### config.mk
export PLATFORM = sky130hd
export DESIGN_NAME = sys_cmd_ctrl
export DESIGN_NICKNAME = d
export VERILOG_FILES = /design/src/rtl/sys_cmd_ctrl.sv
export SDC_FILE = /design/constraint.sdc
export NUM_CORES = 1
export LEC_CHECK = 0
export ABC_AREA = 1
export CAP_MARGIN = 10
export CORE_MARGIN = 2
export CORE_UTILIZATION = 30
export CTS_CLUSTER_SIZE = 28
export DETAILED_ROUTE_END_ITERATION = 10
export DONT_BUFFER_PORTS = 1
export SLEW_MARGIN = 20
export SYNTH_ARGS = -nofsm -noshare
export SYNTH_HDL_FRONTEND = slang
export SYNTH_SLANG_ARGS = --single-unit
### constraint.sdc
create_clock -name CLK -period 1.3 [get_ports CLK]
set_input_delay 0.26 -clock CLK [delete_from_list [all_inputs] [get_ports CLK]]
set_output_delay 0.26 -clock CLK [all_outputs]
set_load 0.005 [all_outputs]
### src/rtl/sys_cmd_ctrl.sv
// UART byte-command decoder: write/read frames to a register file, read word returned as two TX bytes.
// Optional inter-byte timeout enabled by defining SYS_CMD_TIMEOUT_EN.
`timescale 1ns/1ps
module sys_cmd_ctrl #(
   parameter int ADDR_WD     = 3,
   parameter int DATA_WD     = 16,
   parameter int TIMEOUT_CYC = 1024
) (
   input  logic               CLK,
   input  logic               RST,
   input  logic [7:0]         RX_P_DATA,
   input  logic               RX_D_VLD,
   output logic               WrEn,
   output logic               RdEn,
   output logic [ADDR_WD-1:0] Address,
   output logic [DATA_WD-1:0] WrData,
   input  logic [DATA_WD-1:0] RdData,
   output logic [7:0]         TX_P_DATA,
   output logic               TX_D_VLD,
   input  logic               TX_Busy,
   output logic               CMD_BUSY,
   output logic               CMD_ERR
);

   typedef enum logic [3:0] {
      IDLE, WR_ADDR, WR_LSB, WR_MSB, WR_EXEC, RD_ADDR, RD_EXEC, RD_CAPT,
      TX_LSB, TX_LSB_WAIT, TX_MSB, TX_MSB_WAIT
   } state_t;

   state_t               r_state, w_next;
   logic                 r_wr_en, r_rd_en, r_busy, r_err, r_tx_vld;
   logic [ADDR_WD-1:0]   r_addr;
   logic [7:0]           r_lsb;
   logic [DATA_WD-1:0]   r_wr_data, r_rd_data;
   logic [7:0]           r_tx_data;
   logic                 w_err, w_tx_vld, w_addr_ok, w_to_hit;

   assign w_addr_ok = (RX_P_DATA[7:ADDR_WD] == '0);

`ifdef SYS_CMD_TIMEOUT_EN
   localparam int TO_WD = (TIMEOUT_CYC > 1) ? $clog2(TIMEOUT_CYC) : 1;
   logic [TO_WD-1:0] r_to_cnt;
   logic             w_collect;

   assign w_collect = (r_state == WR_ADDR) || (r_state == WR_LSB) ||
                      (r_state == WR_MSB)  || (r_state == RD_ADDR);

   always_ff @(posedge CLK or negedge RST) begin
      if (!RST)
         r_to_cnt <= '0;
      else if (RX_D_VLD || !w_collect)
         r_to_cnt <= '0;
      else
         r_to_cnt <= r_to_cnt + 1'b1;
   end

   assign w_to_hit = w_collect && !RX_D_VLD && (r_to_cnt == TO_WD'(TIMEOUT_CYC - 1));
`else
   assign w_to_hit = 1'b0;
`endif

   always_comb begin
      w_next   = r_state;
      w_err    = 1'b0;
      w_tx_vld = r_tx_vld;
      case (r_state)
         IDLE:
            if (RX_D_VLD) begin
               if (RX_P_DATA == 8'hAA)      w_next = WR_ADDR;
               else if (RX_P_DATA == 8'hBB) w_next = RD_ADDR;
            end
         WR_ADDR:
            if (RX_D_VLD) begin
               if (w_addr_ok) w_next = WR_LSB;
               else begin w_next = IDLE; w_err = 1'b1; end
            end
         WR_LSB:  if (RX_D_VLD) w_next = WR_MSB;
         WR_MSB:  if (RX_D_VLD) w_next = WR_EXEC;
         WR_EXEC: w_next = IDLE;
         RD_ADDR:
            if (RX_D_VLD) begin
               if (w_addr_ok) w_next = RD_EXEC;
               else begin w_next = IDLE; w_err = 1'b1; end
            end
         RD_EXEC: w_next = RD_CAPT;
         RD_CAPT: w_next = TX_LSB;
         // Request is raised only while TX is idle and dropped once busy is seen.
         TX_LSB, TX_MSB:
            if (r_tx_vld) begin
               if (TX_Busy) begin
                  w_tx_vld = 1'b0;
                  w_next   = (r_state == TX_LSB) ? TX_LSB_WAIT : TX_MSB_WAIT;
               end
            end else if (!TX_Busy) begin
               w_tx_vld = 1'b1;
            end
         TX_LSB_WAIT: if (!TX_Busy) w_next = TX_MSB;
         TX_MSB_WAIT: if (!TX_Busy) w_next = IDLE;
         default: w_next = IDLE;
      endcase
      if (w_to_hit) begin
         w_next = IDLE;
         w_err  = 1'b1;
      end
   end

   always_ff @(posedge CLK or negedge RST) begin
      if (!RST) begin
         r_state   <= IDLE;
         r_wr_en   <= 1'b0;
         r_rd_en   <= 1'b0;
         r_busy    <= 1'b0;
         r_err     <= 1'b0;
         r_tx_vld  <= 1'b0;
         r_addr    <= '0;
         r_lsb     <= '0;
         r_wr_data <= '0;
         r_rd_data <= '0;
         r_tx_data <= '0;
      end else begin
         r_state  <= w_next;
         r_err    <= w_err;
         r_busy   <= (w_next != IDLE);
         r_tx_vld <= w_tx_vld;
         // Write strobe lands one cycle after WR_EXEC; read strobe coincides with RD_EXEC.
         r_wr_en  <= (r_state == WR_EXEC);
         r_rd_en  <= (w_next == RD_EXEC);
         if ((r_state == WR_ADDR || r_state == RD_ADDR) && RX_D_VLD && w_addr_ok)
            r_addr <= RX_P_DATA[ADDR_WD-1:0];
         if (r_state == WR_LSB && RX_D_VLD)
            r_lsb <= RX_P_DATA;
         if (r_state == WR_MSB && RX_D_VLD)
            r_wr_data <= {RX_P_DATA, r_lsb};
         if (r_state == RD_CAPT)
            r_rd_data <= RdData;
         if (r_state == TX_LSB)
            r_tx_data <= r_rd_data[7:0];
         else if (r_state == TX_MSB)
            r_tx_data <= r_rd_data[15:8];
      end
   end

   assign WrEn      = r_wr_en;
   assign RdEn      = r_rd_en;
   assign Address   = r_addr;
   assign WrData    = r_wr_data;
   assign TX_P_DATA = r_tx_data;
   assign TX_D_VLD  = r_tx_vld;
   assign CMD_BUSY  = r_busy;
   assign CMD_ERR   = r_err;

endmodule
==> run_results.csv, run 1 <==
group,metric,value,unit
floorplan,core-area,8593,sq um
yosys,synthCells,277,
route,drtIter0Drc,81,
setup_path,r2r-start,"r_state[2]",
yosys,synth_top_family_by_area,"simple AND/OR/NAND/NOR gates",
setup_path,crit_path_start_kind,"register",
place,portBuffers,0,
setup_path,r2r_slack,0.004,ns
setup_path,crit_required,1.51,ns
yosys,ys_ff_latch,60,
grt,track_usage,12.96,%
job,drv_cap,0,
sta,finalCriticalPeriod,1.296,ns
yosys,synth-adder-area-share,0,%
cells_and_area,layout_common_cells,"97 x nand2_1, 56 x dfrtp_1, 18 x inv_1",
cells_and_area,multi_input_area,1051,sq um
floorplan,ios,60,
cells_and_area,drive_above_1_share,31.07,%
clocking,cts_tree,"done",
yosys,synth_compound_area_share,7.139,%
setup_path,crit_start,"r_state[2]",
setup_path,arrival,1.51,ns
setup_path,critical_path_class,"reg -> reg",
sta,slew_headroom,84.92,%
pwr,ir_drop,0.0009300,V
sta,timing.final.ws_setup,0.004101,ns
grt,grt_max_degree,61,
floorplan,initial_utilization,30.59,%
floorplan,die_h,97.61,microns
floorplan,dieArea,9528,sq um
run_status,violations,"hold timing",
sta,worst_pin_slew,0.2245,ns
place,dp_hpwl,4.083,mm
yosys,synth.avg_cell_area,9.490,sq um
clocking,root_buffer,"clkbuf_8",
route,drc,0,
run_status,status,"finished with violations",
route,drt-total-wl,5.728,mm
yosys,yosysUniqueCellTypes,22,
sta,grt_setup_unrepaired,"yes",
setup_path,r2r-end,"TX_P_DATA[7]",
setup_path,worstRegToRegCells,7,
cells_and_area,area_growth,21.66,%
grt,grt.overflow.total,0,
place,dp.cells,396,
yosys,syn_area,2629,sq um
setup_path,crit_fanout,8,
sta,drv_slew,0,
clocking,cts.sinks,60,
cells_and_area,fin_cells,417,
cells_and_area,antenna_cells,0,
clocking,h-tree-depth,3,
sta,fin_skew,0.005661,ns
cells_and_area,fillers,906,
cells_and_area,num-nets-final,332,
cells_and_area,final_common_cell,"nand2_1",
yosys,synth-xor-area-share,0,%
sta,setup_viol,0,
route,vias_per_cell,4.489,
yosys,synth_mux_area_share,6.711,%
clocking,clk_pin_slew,0.07,ns
setup_path,endpoint,"TX_P_DATA[7]",
sta,hold_viol,60,
place,place_ws,-0.06105,ns
route,num_vias,1872,
place,place_congestion,0.8034,
cells_and_area,final_core_util,37.22,%
grt,antenna_found_initial,0,
yosys,yosys_warnings,0,
sta,hold_slack,-0.3925,ns
pwr,total_power,3.787,mW
yosys,synth_area_leaders,"dfrtp_1 57%, nand2_1 14%, o21ai_2 4.7%, mux2_2 3.9%, inv_1 3.3%",
pwr,p_per_area,1184,nW/um^2
route,drtAntennaViolNets,0,
yosys,ys_seq_area_share,57.12,%
clocking,clockBufferDepth,2,
yosys,synth_nets,305,
hold_path,min_path_type,"in -> async",
clocking,cts_buffers,9,
clocking,clkLatencyLatePin,0.34,ns
route,drt-pass1-iter-count,4,
grt,grt_pass1_vias,1945,
setup_path,critPathCaptureType,"register",
grt,grt_pass1_wl,9.611,mm
cells_and_area,ff_latch_area,1506,sq um
sta,period_share,99.68,%
sta,fmax,0.7717,GHz
floorplan,num_rows,34,
yosys,synthSimpleGateAreaFrac,23.42,%
yosys,yosysTopAreaCellShare,57.12,%
route,wl_per_cell,13.74,microns
yosys,synth_area_leader_cell,"dfrtp_1",
pwr,leakagePower,1.593,nW
floorplan,die_x,97.61,microns
## layer usage
layer	part of all wire (%)	global-route usage (%)	vias to the layer above
met5	0	0	-
met4	1.9	5.128	0
met3	9.0	7.050	10
met2	48	19.95	59
met1	41	15.14	877
li1	-	-	926
## how the worst min path moves through the flow
stage	endpoint	slack, ns	depth (start not counted)
floorplan	Address[0]	-0.04	0
global placement	r_rd_data[0]	-0.03	0
detailed placement	r_rd_data[2]	-0.03	0
CTS	r_rd_data[11]	-0.41	0
global route	r_rd_data[2]	-0.42	0
finish	r_rd_data[10]	-0.39	0
## worst max-delay path, cell delays in order, from the launching register on
cell and delay (ns):
dfrtp_2 0.46, buf_6 0.14, nor2_4 0.13, inv_2 0.08, nor2_4 0.14, inv_4 0.07
nand2_1 0.07, o211ai_1 0.09
## synthesized netlist by cell type, drive strengths merged
library cell,instances
buf,5
mux2,14
nand3,16
nand2,101
o211ai,2
nor3,2
inv,28
nand4,1
dfrtp,60
o21ai,22
nor2,24
a21oi,2
## kinds of logic after synthesis
| group | Yosys count |
|---|---|
| compound gates | 26 |
| buf+inv | 33 |
| flops | 60 |
| mux | 14 |
| simple gates | 144 |
## final cells by class
type,count,area share [%]
Clock buffer,12,4.851
Clock inverter,4,1.487
Inverter,28,3.678
Multi-Input combinational cell,184,32.86
Sequential cell,60,47.10
Tap cell,108,4.225
Timing Repair Buffer,21,5.790
## where the power goes
part           internal, mW  leakage, nW  switching (mW)
combinational        0.0639        0.703          0.0700
sequential             1.92        0.788          0.0278
clock                 0.983        0.102           0.725
## sequential cells by signal, summed over array words and instances (netlist names)
| signal | count |
|---|---|
| TX_D_VLD | 1 |
| TX_P_DATA | 8 |
| CMD_ERR | 1 |
| WrEn | 1 |
| CMD_BUSY | 1 |
| RdEn | 1 |
| WrData | 16 |
| Address | 3 |
| r_lsb | 8 |
| r_rd_data | 16 |
| r_state | 4 |
## through the flow
step,TNS [ns],instance area [sq um]
4_1_cts,-0.01813,3099
3_5_place_dp,-0.1590,2854
5_1_grt,-0.4046,3198
2_1_floorplan,0,2629
3_3_place_gp,-0.01779,2854
6_report,0,3198
## repair_timing
| action | in CTS | in global routing |
|---|---|---|
| pin swaps | 7 | 9 |
| endpoints found under the hold margin | 60 | 60 |
| buffers inserted | 2 | 3 |
| setup endpoints to repair | 16 | 47 |
| resized for setup | 6 | 30 |
Note: power is estimated with default switching activity, not from simulation.
==> run 2, diff against run 1 <==
- ABC_AREA: 1 -> unset
- CTS_CLUSTER_SIZE: 28 -> unset
==> run 2 against run 1 <==
Against the previous run:
- the run ends with hold timing, setup timing left
- maximum frequency down 29%
- critical path type unchanged
- register-to-register slack got worse by 0.52 ns
- largest power group unchanged
- worst setup slack got worse by 0.52 ns
- critical path depth fell by 1
- sequential share of layout area shrank 2.1 points
- total power rose by 7.7%
- routed wire length rose by 0.17%
- clock skew is 0.0037 ns higher
- global-route usage increased by 0.30 points
- critical endpoint is now CMD_BUSY
- synthesized area decreased by 4.4%
==> run_results.csv, run 2 <==
group,metric,value,unit
sta,period_share,139.4,%
clocking,cts_tree,"done",
grt,grt_max_degree,61,
sta,worst_pin_slew,0.3419,ns
yosys,ys_seq_area_share,59.73,%
setup_path,critical_path_class,"reg -> reg",
setup_path,critPathCaptureType,"register",
place,place_ws,-0.5861,ns
place,place_congestion,0.7870,
floorplan,ios,60,
route,drtAntennaViolNets,0,
hold_path,min_path_type,"in -> async",
yosys,synth_area_leaders,"dfrtp_1 60%, mux2_2 16%, mux2_4 4.8%, mux2i_1 3.2%, nor2_1 2.2%",
sta,fin_skew,0.009396,ns
sta,grt_setup_unrepaired,"yes",
yosys,ys_ff_latch,60,
sta,drv_slew,0,
pwr,p_per_area,1223,nW/um^2
cells_and_area,final_common_cell,"dfrtp_1",
place,placed_cell_area,2775,sq um
cells_and_area,area_growth,32.60,%
floorplan,dieArea,9127,sq um
yosys,synth_nets,212,
floorplan,die_x,95.54,microns
setup_path,crit_fanout,9,
pwr,ir_drop,0.0006187,V
grt,track_usage,13.27,%
route,num_vias,1557,
yosys,synth.avg_cell_area,13.66,sq um
cells_and_area,layout_common_cells,"60 x dfrtp_1, 34 x mux2_4, 12 x nor2_1",
run_status,status,"finished with violations",
yosys,yosysUniqueCellTypes,34,
yosys,yosys_warnings,0,
clocking,root_buffer,"clkbuf_8",
yosys,synth-edff-count,0,
yosys,yosys.cell_count.top_type,"dfrtp_1",
place,dp_hpwl,3.560,mm
place,portBuffers,0,
pwr,leakagePower,1.547,nW
yosys,synthCells,184,
route,wl_per_cell,17.76,microns
sta,hold_viol,60,
sta,fmax,0.5516,GHz
cells_and_area,fillers,771,
sta,hold_slack,-0.3990,ns
clocking,clkLatencyLatePin,0.35,ns
floorplan,core-area,8175,sq um
grt,antenna_found_initial,0,
route,drt-total-wl,5.738,mm
cells_and_area,antenna_cells,0,
floorplan,die_h,95.54,microns
grt,grt.overflow.total,0,
sta,timing.final.ws_setup,-0.5128,ns
sta,finalCriticalPeriod,1.813,ns
yosys,synth_commonest_cells,"60 x dfrtp_1, 35 x mux2_2, 15 x nor2_1, 11 x a21oi_1",
cells_and_area,drive_above_1_share,47.71,%
cells_and_area,num-nets-final,241,
route,drc,0,
yosys,synth_area_leader_cell,"dfrtp_1",
sta,setup_viol,50,
yosys,ys.flop_type,"dfrtp_1",
job,drv_cap,0,
floorplan,num_rows,33,
cells_and_area,design_area,3333,sq um
clocking,cts_hold_buf,1,
sta,slew_headroom,77.03,%
clocking,clockBufferDepth,2,
yosys,yosysTopAreaCellShare,59.73,%
clocking,cts.sinks,60,
grt,grt_pass1_vias,1670,
setup_path,arrival,2.02,ns
floorplan,initial_utilization,30.75,%
yosys,syn_area,2514,sq um
setup_path,crit_required,1.51,ns
clocking,h-tree-depth,3,
cells_and_area,final_core_util,40.77,%
route,drt-pass1-iter-count,4,
route,drtIter0Drc,40,
run_status,violations,"hold timing, setup timing",
clocking,clk_pin_slew,0.08,ns
yosys,async_flop_share,100.0,%
grt,grt_pass1_wl,8.804,mm
route,vias_per_cell,4.820,
setup_path,crit_path_start_kind,"register",
clocking,cts_buffers,9,
==> run 2: metal layers <==
metal  vias to the layer above  global-route usage (%)  part of all wire [%]
met1                       775                   16.32                    43
li1                        719                       -                     -
met2                        56                   19.11                    45
met5                         -                       0                     0
met4                         0                   6.071                   1.4
met3                         7                   7.036                    11
==> run 2: critical path, cell delays in order, from the launching register on <==
cell and delay [ns]:
dfrtp_1 0.37, buf_6 0.17, nor2_1 0.08, buf_4 0.14
a221oi_4 0.30, o41ai_2 0.14, or4_4 0.49
==> run 2: per-stage QoR <==
stage,TNS (ns),instances,total power [mW]
floorplan,-12.82,184,2.083
global placement,-15.81,300,2.108
detailed placement,-16.10,300,2.114
CTS,-15.76,322,4.119
global route,-17.75,323,4.249
finish,-14.39,323,4.077
==> run 2: path summary, 6_finish.rpt <==
path / to / startpoint / slack [ns] / cells after the start
max: CMD_BUSY / r_state[3] / -0.51 / 6
min: WrData[11] / RST / -0.40 / 0
max reg2reg: CMD_BUSY / r_state[3] / -0.51 / 6
min reg2reg: r_rd_data[7] / r_rd_data[7] / 0.51 / 1
max in group asynchronous: r_rd_data[14] / RST / 1.58 / 0
min in group CLK: r_lsb[7] / RX_P_DATA[7] / 0.05 / 1
==> run 2: cells by family (layout without fill, tap and decap cells) <==
logic type | Yosys count | in the layout | share of synthesized area, %
and+or+nand+nor | 44 | 44 | 9.358
AOI/OAI and AO/OA | 20 | 20 | 4.729
muxes | 51 | 51 | 23.64
buffers and inverters | 8 | 42 | 2.190
xor gates and xnor gates | 1 | 1 | 0.3485
DFF | 60 | 60 | 59.73
==> run 2: layout make-up <==
class | instances | area, sq um | share of cell area [%]
multi-input combinational | 116 | 1177 | 35.32
sequential | 60 | 1501 | 45.05
clock buffer | 10 | 137.6 | 4.129
tap | 105 | 131.4 | 3.941
timing repair buffer | 26 | 291.5 | 8.746
clock inverter | 6 | 93.84 | 2.815
==> run 2: power by group <==
group	switching [mW]	total, mW	leakage, nW	internal (mW)
sequential	0.0369	1.96	0.786	1.93
clock	0.813	1.96	0.113	1.15
combinational	0.0470	0.154	0.647	0.107
total	0.897	4.08	1.55	3.18
==> run 2: repair_timing <==
| item | CTS | global route |
|---|---|---|
| hold endpoints to repair | 61 | 60 |
| setup buffers | 4 | 2 |
| cloned | 1 | 2 |
| gates resized for setup | 33 | 29 |
| endpoints found under the setup margin | 56 | 58 |
| pin swaps | 1 | 2 |
==> run 3, diff against run 2 <==
- CORE_UTILIZATION: 30 -> 56
- PLACE_DENSITY: unset -> 0.74
==> run 3 against run 2 <==
Against the previous run:
- the run still ends with hold timing, setup timing left
- total power fell by 11%
- routed wire length rose by 8.9%
- clock-buffer cell count rose by 2
- first-iteration DRC count rose to 3.3 times the previous value
- sequential power barely moved
- non-clock buffer count rose by 11
- die area fell by 45%
- flip-flop and latch count did not move
- clock power fell by 23%
- via count rose by 8.8%
- cell area rose by 2.7%
- combinational power rose by 6%
- largest power group unchanged
==> run_results.csv, run 3 (synthesized netlist as in run 2, its figures left out) <==
group,metric,value,unit
pwr,leakagePower,1.618,nW
cells_and_area,fin_cells,279,
place,portBuffers,0,
pwr,ir_drop,0.0007018,V
setup_path,critical_path_class,"reg -> reg",
floorplan,die_h,71.00,microns
setup_path,crit_path_start_kind,"register",
cells_and_area,num-nets-final,252,
route,drtAntennaViolNets,0,
cells_and_area,layout_common_cells,"60 x dfrtp_1, 35 x mux2_4, 17 x buf_4",
place,place_congestion,0.7637,
grt,grt_pass1_vias,1835,
place,dp.cells,247,
sta,worst_pin_slew,0.3571,ns
cells_and_area,fillers,230,
setup_path,max_stage_delay,0.51,ns
cells_and_area,area_growth,36.24,%
pwr,pwr-share-clk,41.3,%
pwr,p_sw_share,21.37,%
setup_path,crit_start,"r_state[0]",
route,num_vias,1694,
pwr,p_seq_share,54.2,%
setup_path,crit_fanout,4,
place,place_ws,-0.5513,ns
setup_path,crit_slowest_cell,"or4_4",
sta,timing.final.ws_setup,-0.5238,ns
setup_path,r2r_slack,-0.52,ns
run_status,status,"finished with violations",
sta,period_share,140.3,%
grt,grt_max_degree,61,
clocking,cts_buffers,9,
route,vias_per_cell,6.072,
grt,grt.overflow.total,0,
sta,fmax,0.5483,GHz
hold_path,min_path_type,"in -> async",
pwr,p_per_area,1061,nW/um^2
route,drtIter0Drc,133,
floorplan,initial_utilization,58.13,%
floorplan,core-area,4324,sq um
clocking,clockBufferDepth,2,
grt,grt_pass1_wl,9.246,mm
grt,antenna_found_initial,0,
pwr,p_int,2.857,mW
setup_path,r2r-start,"r_state[0]",
clocking,clkLatencyLatePin,0.33,ns
setup_path,worstRegToRegCells,6,
setup_path,critPathCaptureType,"register",
route,wl_per_cell,22.39,microns
setup_path,arrival,2.02,ns
clocking,cts.sinks,60,
setup_path,endpoint,"CMD_BUSY",
floorplan,die_x,71.00,microns
setup_path,cp_cell_sequence,"nor2b_4 > buf_6 > nand2_2 > a21oi_1 > or3_4 > or4_4",
setup_path,r2r-end,"CMD_BUSY",
job,drv_cap,0,
cells_and_area,drive_above_1_share,56.39,%
route,drt-total-wl,6.248,mm
sta,hold_slack,-0.3810,ns
route,drt-pass1-iter-count,4,
place,dp_hpwl,3.432,mm
sta,finalCriticalPeriod,1.824,ns
setup_path,crit_required,1.50,ns
route,drc,0,
sta,setup_viol,56,
pwr,p_switching,0.7761,mW
clocking,cts_tree,"done",
cells_and_area,final_common_cell,"dfrtp_1",
sta,fin_skew,0.007425,ns
sta,drv_slew,0,
sta,hold_viol,60,
floorplan,num_rows,24,
clocking,h-tree-depth,3,
sta,grt_setup_unrepaired,"yes",
grt,track_usage,24.36,%
cells_and_area,antenna_cells,0,
clocking,root_buffer,"clkbuf_8",
floorplan,ios,60,
sta,slew_headroom,75.93,%
floorplan,dieArea,5040,sq um
clocking,clk_pin_slew,0.06,ns
run_status,violations,"hold timing, setup timing",
pwr,comb_power_share,4.5,%
[run 3: per-stage QoR]
stage	power (mW)	setup TNS, ns	utilization, %	area [sq um]
after CTS	3.595	-17.76	73.41	3174
final	3.633	-18.37	79.20	3425
after global placement	2.106	-14.05	62.93	2721
after detailed placement	2.117	-15.82	62.93	2721
after global routing	3.748	-21.24	79.20	3425
after floorplan	2.083	-12.82	-	2552
[run 3: worst min-delay path by stage]
stage	start	endpoint	cells after the start
after floorplan	RST	Address[0]	0
after global placement	RST	RdEn	0
after detailed placement	RST	RdEn	0
after CTS	RST	RdEn	0
after global routing	RST	RdEn	0
final	RST	r_state[2]	0
[run 3: critical path, delay by kind of cell, from the launching register on]
family | cells | cell delay (ns)
AND/OR/NAND/NOR | 4 | 1.10
flip-flops | 1 | 0.43
buffers and inverters | 1 | 0.11
AO/OA/AOI/OAI | 1 | 0.05
[run 3: final cells by class]
class,instances,area (sq um),area share [%]
flip-flops and latches,60,1501,43.84
multi-input cells,116,1261,36.83
repair buffers,37,421.7,12.31
clock buffers,12,165.2,4.823
well taps,52,65.06,1.900
clock inverters,2,10.01,0.2923
[run 3: power groups by stage]
stage	clock network [mW]	registers, mW	logic, mW
after floorplan	0	1.99	0.0978
after global placement	0	1.99	0.111
after detailed placement	0	2.00	0.119
after CTS	1.49	1.97	0.141
after global routing	1.60	1.97	0.175
final	1.50	1.97	0.163
[run 3: metal layers]
metal	GRT usage (%)	vias to the layer above	wire length, microns
met5	0	-	0
met4	9.644	0	117
met3	9.687	11	401
met2	42.16	64	3332
met1	26.85	888	2396
li1	-	731	-
[run 3: repair_timing]
item,CTS,global route
pin swaps,7,8
endpoints found under the hold margin,60,60
endpoints found under the setup margin,55,56
gates resized for setup,42,47
gates cloned,2,1
buffers inserted,6,12
